--- src/rtl/line_window_fetch.sv ---
`default_nettype none
// +----------------------------------------------------------------------------+
// | line_window_fetch                                                          |
// | Reads the four 9-cell line windows around a candidate point, one board     |
// | cell per cycle, and presents own-stone/blocker vectors to the judge.       |
// | Optional macro: LWF_OCC_CHECK_EN (pre-check that the candidate is empty).  |
// | Revision: 1.0                                                              |
// +----------------------------------------------------------------------------+
module line_window_fetch #(
  parameter int N  = 15,
  parameter int AW = 8
) (
  input  logic          clk,
  input  logic          rst,
  input  logic          start,
  input  logic [3:0]    row,
  input  logic [3:0]    col,
  input  logic          player,
  output logic          ready,
  output logic          busy,
  output logic          rd_en,
  output logic [AW-1:0] rd_addr,
  input  logic [1:0]    rd_data,
  output logic          win_valid,
  output logic [1:0]    win_dir,
  output logic [8:0]    win_a,
  output logic [8:0]    win_b,
  output logic          done,
  output logic          occ
);

  typedef enum logic [2:0] {
    S_IDLE      = 3'd0,
    S_CHECK     = 3'd1,
    S_FETCH     = 3'd2,
    S_EMIT_LAST = 3'd3,
    S_DONE      = 3'd4
  } state_t;

  state_t      state_q, state_d;
  logic [4:0]  slot_q, slot_d;
  logic [3:0]  row_q, col_q;
  logic        player_q;
  logic        pend_q, pend_off_q;
  logic [3:0]  pend_k_q;
  logic [1:0]  pend_dir_q;
  logic [8:0]  acc_a_q, acc_b_q;
  logic        win_valid_q;
  logic [1:0]  win_dir_q;
  logic [8:0]  win_a_q, win_b_q;

  logic              accept;
  logic [1:0]        cur_dir;
  logic [2:0]        cur_j;
  logic [3:0]        cur_k;
  logic signed [5:0] t, dr, dc, r, c;
  logic              on_board;
  logic [AW-1:0]     slot_addr;
  logic [1:0]        own_code;
  logic              cap_a, cap_b;

  assign accept = start && (state_q == S_IDLE);

  // Slot j of a direction maps to window index k, skipping the candidate at k=4.
  assign cur_dir = slot_q[4:3];
  assign cur_j   = slot_q[2:0];
  assign cur_k   = (cur_j < 3'd4) ? {1'b0, cur_j} : ({1'b0, cur_j} + 4'd1);
  assign t       = $signed({2'b00, cur_k}) - 6'sd4;
  assign dr      = (cur_dir == 2'd0) ? 6'sd0 : 6'sd1;

  always_comb begin
    dc = 6'sd1;
    case (cur_dir)
      2'd1:    dc = 6'sd0;
      2'd3:    dc = -6'sd1;
      default: dc = 6'sd1;
    endcase
  end

  assign r         = $signed({2'b00, row_q}) + t * dr;
  assign c         = $signed({2'b00, col_q}) + t * dc;
  assign on_board  = (int'(r) >= 0) && (int'(r) < N) && (int'(c) >= 0) && (int'(c) < N);
  assign slot_addr = AW'(int'(r) * N + int'(c));

`ifdef LWF_OCC_CHECK_EN
  logic          cand_on;
  logic [AW-1:0] cand_addr;
  logic          occ_q, occ_d;
  assign cand_on   = (int'(row_q) < N) && (int'(col_q) < N);
  assign cand_addr = AW'(int'(row_q) * N + int'(col_q));
  assign occ       = occ_q;
`else
  assign occ = 1'b0;
`endif

  always_comb begin
    rd_en   = 1'b0;
    rd_addr = '0;
    if (state_q == S_FETCH && on_board) begin
      rd_en   = 1'b1;
      rd_addr = slot_addr;
    end
`ifdef LWF_OCC_CHECK_EN
    else if (state_q == S_CHECK && slot_q == 5'd0 && cand_on) begin
      rd_en   = 1'b1;
      rd_addr = cand_addr;
    end
`endif
  end

  always_comb begin
    state_d = state_q;
    slot_d  = slot_q;
`ifdef LWF_OCC_CHECK_EN
    occ_d   = occ_q;
`endif
    case (state_q)
      S_IDLE: begin
        if (start) begin
          slot_d = '0;
`ifdef LWF_OCC_CHECK_EN
          occ_d   = 1'b0;
          state_d = S_CHECK;
`else
          state_d = S_FETCH;
`endif
        end
      end
`ifdef LWF_OCC_CHECK_EN
      // Second CHECK cycle sees the candidate's read data.
      S_CHECK: begin
        if (slot_q == 5'd0) begin
          slot_d = 5'd1;
        end else if (cand_on && rd_data != 2'b00) begin
          occ_d   = 1'b1;
          state_d = S_DONE;
        end else begin
          slot_d  = '0;
          state_d = S_FETCH;
        end
      end
`endif
      S_FETCH: begin
        slot_d = slot_q + 5'd1;
        if (slot_q == 5'd31) state_d = S_EMIT_LAST;
      end
      S_EMIT_LAST: state_d = S_DONE;
      S_DONE:      state_d = S_IDLE;
      default:     state_d = S_IDLE;
    endcase
  end

  always_ff @(posedge clk or posedge rst) begin
    if (rst) begin
      state_q <= S_IDLE;
      slot_q  <= '0;
`ifdef LWF_OCC_CHECK_EN
      occ_q   <= 1'b0;
`endif
    end else begin
      state_q <= state_d;
      slot_q  <= slot_d;
`ifdef LWF_OCC_CHECK_EN
      occ_q   <= occ_d;
`endif
    end
  end

  // Off-board cells were never read, so the stale bus value is ignored for them.
  assign own_code = player_q ? 2'b10 : 2'b01;
  assign cap_a    = !pend_off_q && (rd_data == own_code);
  assign cap_b    = pend_off_q || ((rd_data != 2'b00) && (rd_data != own_code));

  always_ff @(posedge clk or posedge rst) begin
    if (rst) begin
      row_q       <= '0;
      col_q       <= '0;
      player_q    <= 1'b0;
      pend_q      <= 1'b0;
      pend_off_q  <= 1'b0;
      pend_k_q    <= '0;
      pend_dir_q  <= '0;
      acc_a_q     <= '0;
      acc_b_q     <= '0;
      win_valid_q <= 1'b0;
      win_dir_q   <= '0;
      win_a_q     <= '0;
      win_b_q     <= '0;
    end else begin
      win_valid_q <= 1'b0;
      if (accept) begin
        row_q    <= row;
        col_q    <= col;
        player_q <= player;
      end
      pend_q     <= (state_q == S_FETCH);
      pend_off_q <= !on_board;
      pend_k_q   <= cur_k;
      pend_dir_q <= cur_dir;
      if (pend_q) begin
        if (pend_k_q == 4'd8) begin
          win_a_q     <= {cap_a, acc_a_q[7:5], 1'b1, acc_a_q[3:0]};
          win_b_q     <= {cap_b, acc_b_q[7:5], 1'b0, acc_b_q[3:0]};
          win_dir_q   <= pend_dir_q;
          win_valid_q <= 1'b1;
        end else begin
          acc_a_q[pend_k_q] <= cap_a;
          acc_b_q[pend_k_q] <= cap_b;
        end
      end
    end
  end

  assign ready     = (state_q == S_IDLE);
  assign busy      = (state_q != S_IDLE);
  assign done      = (state_q == S_DONE);
  assign win_valid = win_valid_q;
  assign win_dir   = win_dir_q;
  assign win_a     = win_a_q;
  assign win_b     = win_b_q;

endmodule
`default_nettype wire

--- config.mk ---
export PLATFORM = sky130hd
export DESIGN_NAME = line_window_fetch
export DESIGN_NICKNAME = d
export VERILOG_FILES = /design/src/rtl/line_window_fetch.sv
export SDC_FILE = /design/constraint.sdc
export NUM_CORES = 1
export LEC_CHECK = 0
export BUFFER_PORTS_ARGS = -buffer_cell sky130_fd_sc_hd__buf_2
export CORE_MARGIN = 10
export CORE_UTILIZATION = 35
export CTS_BUF_LIST = sky130_fd_sc_hd__clkbuf_4 sky130_fd_sc_hd__clkbuf_8
export DETAILED_ROUTE_END_ITERATION = 8
export GPL_ROUTABILITY_DRIVEN = 0
export MAX_ROUTING_LAYER = met4
export PLACE_DENSITY_LB_ADDON = 0.05
export SLEW_MARGIN = 20
export SYNTH_ARGS = -nofsm -noshare
export SYNTH_HDL_FRONTEND = slang
export SYNTH_SLANG_ARGS = --single-unit
--- constraint.sdc ---
create_clock -name clk -period 15.2 [get_ports clk]
set_input_delay 1.52 -clock clk [delete_from_list [all_inputs] [get_ports clk]]
set_output_delay 1.52 -clock clk [all_outputs]
set_load 0.1 [all_outputs]
==> tab_implementation.tex, run 1 <==
\begin{tabular}{lr}
\hline
Metric & Value \\
\hline
\multicolumn{2}{l}{\textbf{Outcome}} \\
Run status & completed \\
\multicolumn{2}{l}{\textbf{Die}} \\
Overall die area & 0.0156 sq mm \\
Starting Density & 35.6\% \\
Vertical extent of the die & 125 microns \\
I/O pin cnt & 48 \\
\# rows & 38 \\
Die width & 125 microns \\
Core region area & 0.0108 sq mm \\
\multicolumn{2}{l}{\textbf{Synth}} \\
Fraction of the yosys area taken by sequential cells & 38.4\% \\
Number of synthesis warnings & 0 \\
Number of enable-type register cells in the synthesized netlist & 0 \\
Number of library cell types mapped by synthesis & 42 \\
Synthesis-stage register bit count & 59 \\
Dominant synthesized flop cell & sky130\_fd\_sc\_hd\_\_dfrtp\_1 \\
Netlist Area Pre-Place & 0.00384 sq mm \\
Post-Syn Area per Cell & 10.7 sq um \\
Gate Count Post-Synth & 359 \\
Share of synthesized flip-flops with an asynchronous set or reset & 100\% \\
\multicolumn{2}{l}{\textbf{Cells and area}} \\
Total area of sequential cells & 0.00148 sq mm \\
Layout cell share with drive strength beyond 1 & 24.2\% \\
Multi-input logic area & 0.00214 sq mm \\
Filler cells & 1066 \\
Number of antenna cells inserted & 0 \\
Non-Filler Cell Area, Final & 0.00446 sq mm \\
Post-layout nets & 487 \\
Synthesis-to-layout area growth & 16.1\% \\
\multicolumn{2}{l}{\textbf{Min path}} \\
Hold wc startpoint & pend\_dir\_q[0] \\
Hold path depth & 2 \\
Worst hold path type & register to register \\
Hold Path Sink & win\_dir[0] \\
\multicolumn{2}{l}{\textbf{Placement}} \\
Quantity of I/O buffers inserted on ports & 45 \\
DPL Wire Length & 6.26 mm \\
Cell area after placement & 0.00423 sq mm \\
\multicolumn{2}{l}{\textbf{Critical path}} \\
Minimum setup slack among reg-to-reg paths & 10.78 ns \\
Slowest-stage cell, CP & sky130\_fd\_sc\_hd\_\_fa\_1 \\
Worst r2r path cells & 15 \\
Crit end category & output port \\
Count of buffering cells on the critical path with inverters included & 8 \\
Largest delay contributor family on the critical path & adder cells \\
Worst Path Class, Setup & register to output port \\
Startpoint kind of the worst setup timing path & register \\
Crit path DAT & 7.14 ns \\
Critical-path maximum fanout & 7 \\
Origin of the critical flop-to-flop path & slot\_q[0] \\
Most repeated library cell on the critical path & sky130\_fd\_sc\_hd\_\_inv\_1 \\
R2R Path End & pend\_off\_q \\
Required time reported for the critical path endpoint & 13.68 ns \\
Worst stage delay on the critical path & 0.55 ns \\
\multicolumn{2}{l}{\textbf{Route}} \\
Remaining routing DRC violations & 0 \\
Routed length per placed instance & 14.3 microns \\
Wirelength, routed & 7.96 mm \\
1st-iter DRT viols & 128 \\
Number of nets still failing antenna checks after routing & 0 \\
Pre-Repair DR Iteration Count & 4 \\
Routed via count & 2536 \\
Number of vias per cell after detailed routing & 4.55 \\
\multicolumn{2}{l}{\textbf{Timing}} \\
Achievable frequency & 0.115 GHz \\
Time the worst path needs with I/O delays and setup & 8.66 ns \\
Worst hold slack & 0.442 ns \\
Summed negative setup slack over all endpoints & 0 ns \\
Unrepaired setup endpoints after global routing & false \\
Number of slew-limit violations in the final report & 0 \\
Endpoints failing hold & 0 \\
Number of setup violations in the final report & 0 \\
Post-route clock period utilization & 57.0\% \\
Worst Clk Skew & 0.0139 ns \\
Worst Tran Pin Value & 0.767 ns \\
Worst max-slew margin expressed relative to the limit & 48.8\% \\
\multicolumn{2}{l}{\textbf{Clocking}} \\
TritonCTS clock tree & yes \\
Max clock buf depth & 2 \\
Buffers inserted during post-CTS setup optimization & 0 \\
Quantity of gates resized following cts & 0 \\
Root cell of the clock tree & sky130\_fd\_sc\_hd\_\_clkbuf\_8 \\
Clock sink count & 59 \\
Cts bufs inserted & 9 \\
Clock network latency to the later pin of the worst-skew pair & 0.34 ns \\
Number of hold buffers added after cts & 0 \\
Register clock-pin slew on the reported worst setup and hold paths & 0.06 ns \\
Depth of the CTS H-tree & 3 \\
\multicolumn{2}{l}{\textbf{Global route}} \\
Total global-route track usage & 11.0\% \\
Overflow left after global routing & 0 \\
Global-route wire length before repair & 13.7 mm \\
Number of antenna violations at the first check in global routing & 0 \\
Via count of the first global-routing pass & 2755 \\
Largest net degree at the start of global routing & 60 \\
\multicolumn{2}{l}{\textbf{Job}} \\
Count of maximum capacitance violations & 0 \\
\hline
\end{tabular}
==> layer usage <==
layer / global-route usage, % / up-vias / routed length, microns / share of wire [%]
met5: - / - / 0 / 0
met4: 3.08 / 0 / 76 / 0.96
met3: 2.85 / 4 / 246 / 3.1
met2: 18.8 / 37 / 4110 / 52
met1: 12.4 / 1236 / 3530 / 44
li1: - / 1259 / - / -
==> synthesized netlist by cell type, drive strengths merged (4+ instances only) <==
library cell,instances,area share (%)
a21o,4,0.78
o21ai,6,0.88
nand2,60,5.9
a21oi,6,0.88
ha,39,13
nand3b,4,0.78
nor2,21,2.1
nor2b,4,0.65
dfrtp,59,38
mux2,25,7.3
xnor2,13,3.2
inv,51,5.0
nor4,8,2.0
buf,4,0.65
fa,22,11
==> how the worst max path moves through the flow <==
stage | startpoint | endpoint | slack [ns] | cells past startpoint
final | slot_q[0] | rd_addr[7] | 6.54 | 25
after global routing | slot_q[0] | rd_addr[7] | 6.15 | 25
after CTS | slot_q[0] | rd_addr[7] | 6.47 | 25
after detailed placement | slot_q[0] | rd_addr[7] | 6.85 | 25
after global placement | slot_q[0] | rd_addr[7] | 6.93 | 25
after floorplan | slot_q[0] | rd_addr[3] | 5.86 | 18
==> kinds of logic after synthesis <==
logic type | count (synthesis) | synth area share, %
AND/OR/NAND/NOR | 113 | 14.4
adder cells (fa/ha/maj) | 61 | 24.2
flip-flops | 59 | 38.4
buffers and inverters | 59 | 6.02
multiplexers | 28 | 8.43
AO/OA/AOI/OAI | 20 | 3.42
XOR/XNOR | 18 | 5.05
other | 1 | 0.0976
==> metrics by stage <==
stage / worst slack (ns) / utilization (%) / std cells
global placement: 6.93 / 39.2 / 541
detailed placement: 6.85 / 39.2 / 541
floorplan: 5.86 / - / 360
finish: 6.54 / 41.3 / 557
global route: 6.15 / 41.3 / 557
CTS: 6.47 / 41.3 / 557
==> registers in the layout (all words and copies together), names as in the netlist <==
signal and cells:
pend_q 1, player_q 1, acc_a_q 7, acc_b_q 7
pend_off_q 1, win_dir 2, slot_q 5, col_q 4
pend_dir_q 2, win_b 8, row_q 4, pend_k_q 4
win_a 9, state_q 3, win_valid 1
==> worst min-delay path: stages, from the launching register on <==
cell and delay, ns:
sky130_fd_sc_hd__dfrtp_1 0.32, sky130_fd_sc_hd__nand2_1 0.04, sky130_fd_sc_hd__nand2_1 0.05
==> layout make-up <==
class | instances | area share [%]
well taps | 140 | 3.93
inverters | 53 | 4.46
flip-flops and latches | 59 | 33.1
repair buffers | 47 | 5.39
multi-input cells | 242 | 47.9
clock inverters | 4 | 1.63
clock buffers | 12 | 3.56
==> layout by cell type (no fill, tap or decap), drive strengths merged, types with 3 or more instances in the layout <==
| master | Yosys | layout |
|---|---|---|
| nand2 | 60 | 60 |
| nor2 | 21 | 21 |
| inv | 51 | 51 |
| and3 | 3 | 3 |
| mux2 | 25 | 25 |
| nor3b | 3 | 3 |
| o21ai | 6 | 6 |
| xor2 | 3 | 3 |
| ha | 39 | 39 |
| a21o | 4 | 4 |
| a21oi | 6 | 6 |
| clkinv | 2 | 3 |
| nor4 | 8 | 8 |
| mux2i | 3 | 3 |
| dfrtp | 59 | 59 |
| nor2b | 4 | 4 |
| buf | 4 | 47 |
| nand3b | 4 | 4 |
| xnor2 | 13 | 13 |
| clkbuf | 2 | 12 |
| fa | 22 | 22 |
Power of run 1 is not shown: default switching activity piles up to over one toggle a cycle in this logic, so the estimate is an artifact.
==> inputs of run 2 (changes only) <==
==> constraint.sdc (replaced) <==
create_clock -name clk -period 8.91 [get_ports clk]
set_input_delay 0.891 -clock clk [delete_from_list [all_inputs] [get_ports clk]]
set_output_delay 0.891 -clock clk [all_outputs]
set_load 0.1 [all_outputs]
==> tab_implementation.tex, run 2 (synthesis gave the netlist of run 1 again) <==
\begin{tabular}{lr}
\hline
Metric & Value \\
\hline
\multicolumn{2}{l}{\textbf{Critical path}} \\
Count of buffering cells on the critical path with inverters included & 8 \\
Slowest-stage cell, CP & sky130\_fd\_sc\_hd\_\_fa\_1 \\
Largest delay contributor family on the critical path & adder cells \\
Crit end category & output port \\
Worst stage delay on the critical path & 0.55 ns \\
Most repeated library cell on the critical path & sky130\_fd\_sc\_hd\_\_inv\_1 \\
Crit path DAT & 7.15 ns \\
Startpoint kind of the worst setup timing path & register \\
Critical-path maximum fanout & 7 \\
Worst Path Class, Setup & register to output port \\
Minimum setup slack among reg-to-reg paths & 4.49 ns \\
Required time reported for the critical path endpoint & 8.02 ns \\
\multicolumn{2}{l}{\textbf{Route}} \\
Wirelength, routed & 7.91 mm \\
Remaining routing DRC violations & 0 \\
Number of vias per cell after detailed routing & 4.57 \\
Pre-Repair DR Iteration Count & 4 \\
Routed length per placed instance & 14.2 microns \\
Routed via count & 2543 \\
1st-iter DRT viols & 124 \\
Number of nets still failing antenna checks after routing & 0 \\
\multicolumn{2}{l}{\textbf{Global route}} \\
Overflow left after global routing & 0 \\
Via count of the first global-routing pass & 2730 \\
Total global-route track usage & 10.9\% \\
Largest net degree at the start of global routing & 60 \\
Number of antenna violations at the first check in global routing & 0 \\
Global-route wire length before repair & 13.5 mm \\
\multicolumn{2}{l}{\textbf{Cells and area}} \\
Synthesis-to-layout area growth & 16.0\% \\
Largest register FFs & 9 \\
Post-route non-filler standard cell count & 557 \\
Number of antenna cells inserted & 0 \\
Most frequent cells in the layout & sky130\_fd\_sc\_hd\_\_nand2\_1 (60), sky130\_fd\_sc\_hd\_\_dfrtp\_1 (59), sky130\_fd\_sc\_hd\_\_inv\_1 (49), sky130\_fd\_sc\_hd\_\_buf\_2 (45), sky130\_fd\_sc\_hd\_\_ha\_1 (39) \\
Most frequent standard cell in the layout excluding fill and tap cells & sky130\_fd\_sc\_hd\_\_nand2\_1 \\
Post-layout nets & 487 \\
Layout cell share with drive strength beyond 1 & 24.2\% \\
\multicolumn{2}{l}{\textbf{Timing}} \\
Post-route clock period utilization & 90.2\% \\
Time the worst path needs with I/O delays and setup & 8.04 ns \\
Unrepaired setup endpoints after global routing & false \\
Worst Tran Pin Value & 0.763 ns \\
Endpoints failing hold & 0 \\
Summed negative setup slack over all endpoints & 0 ns \\
Number of setup violations in the final report & 0 \\
Worst Clk Skew & 0.0122 ns \\
Achievable frequency & 0.124 GHz \\
Worst max-slew margin expressed relative to the limit & 49.1\% \\
Number of slew-limit violations in the final report & 0 \\
\multicolumn{2}{l}{\textbf{Clocking}} \\
Register clock-pin slew on the reported worst setup and hold paths & 0.07 ns \\
Max clock buf depth & 2 \\
Number of hold buffers added after cts & 0 \\
Depth of the CTS H-tree & 3 \\
Buffers inserted during post-CTS setup optimization & 0 \\
Clock sink count & 59 \\
Quantity of gates resized following cts & 0 \\
Cts bufs inserted & 9 \\
Root cell of the clock tree & sky130\_fd\_sc\_hd\_\_clkbuf\_8 \\
Clock network latency to the later pin of the worst-skew pair & 0.33 ns \\
TritonCTS clock tree & yes \\
\multicolumn{2}{l}{\textbf{Placement}} \\
Quantity of I/O buffers inserted on ports & 45 \\
DPL Wire Length & 6.25 mm \\
Inst Count DP & 541 \\
\multicolumn{2}{l}{\textbf{Outcome}} \\
Run status & completed \\
\multicolumn{2}{l}{\textbf{Die}} \\
Core region area & 0.0108 sq mm \\
Overall die area & 0.0156 sq mm \\
Starting Density & 35.6\% \\
Vertical extent of the die & 125 microns \\
\# rows & 38 \\
Die width & 125 microns \\
I/O pin cnt & 48 \\
\multicolumn{2}{l}{\textbf{Min path}} \\
Worst hold path type & register to register \\
\multicolumn{2}{l}{\textbf{Job}} \\
Count of maximum capacitance violations & 0 \\
\hline
\end{tabular}
-- run 2: area by class of cell --
cell class | count | area, sq um
sequential | 59 | 1480
tap | 140 | 175
fill | 1055 | 6340
timing repair buffer | 47 | 240
multi-input combinational | 242 | 2140
clock buffer | 10 | 138
inverter | 53 | 199
clock inverter | 6 | 88.8
-- run 2: through the flow --
stage	hold WS [ns]	setup WS, ns	area, sq um	util [%]
floorplan	0.414	0.197	3850	-
global placement	0.436	1.27	4230	39.2
detailed placement	0.433	1.18	4230	39.2
CTS	0.447	0.807	4460	41.3
global route	0.476	0.483	4460	41.3
finish	0.442	0.870	4460	41.3
-- run 2: final timing paths --
kind	start	end	depth (start not counted)
worst max-delay path	slot_q[0]	rd_addr[7]	25
worst min-delay path	pend_dir_q[0]	win_dir[0]	2
worst max register to register	slot_q[0]	pend_off_q	15
worst min register to register	pend_dir_q[0]	win_dir[0]	2
max in group asynchronous	rst	win_dir[0]	3
min in group asynchronous	rst	win_a[4]	3
-- run 2: routing by layer --
metal  up-vias  share of wire [%]  global-route usage (%)
met4         0                1.8                    4.25
met2        34                 51                    18.4
met3        11                2.7                    2.72
met5         -                  0                       -
li1       1260                  -                       -
met1      1238                 44                    12.0
-- run 2: worst register-to-register path, cell delays in order, from the launching register on --
cell and delay, ns:
sky130_fd_sc_hd__dfrtp_1 0.45, sky130_fd_sc_hd__ha_1 0.24, sky130_fd_sc_hd__inv_1 0.06, sky130_fd_sc_hd__ha_1 0.28, sky130_fd_sc_hd__inv_1 0.07, sky130_fd_sc_hd__ha_1 0.27
sky130_fd_sc_hd__fa_1 0.55, sky130_fd_sc_hd__inv_1 0.05, sky130_fd_sc_hd__fa_1 0.46, sky130_fd_sc_hd__fa_1 0.55, sky130_fd_sc_hd__inv_1 0.04, sky130_fd_sc_hd__ha_1 0.31
sky130_fd_sc_hd__a21oi_1 0.18, sky130_fd_sc_hd__xnor3_2 0.32, sky130_fd_sc_hd__nand4_4 0.21, sky130_fd_sc_hd__or2_1 0.28
Power of run 2 is left out for the same reason.
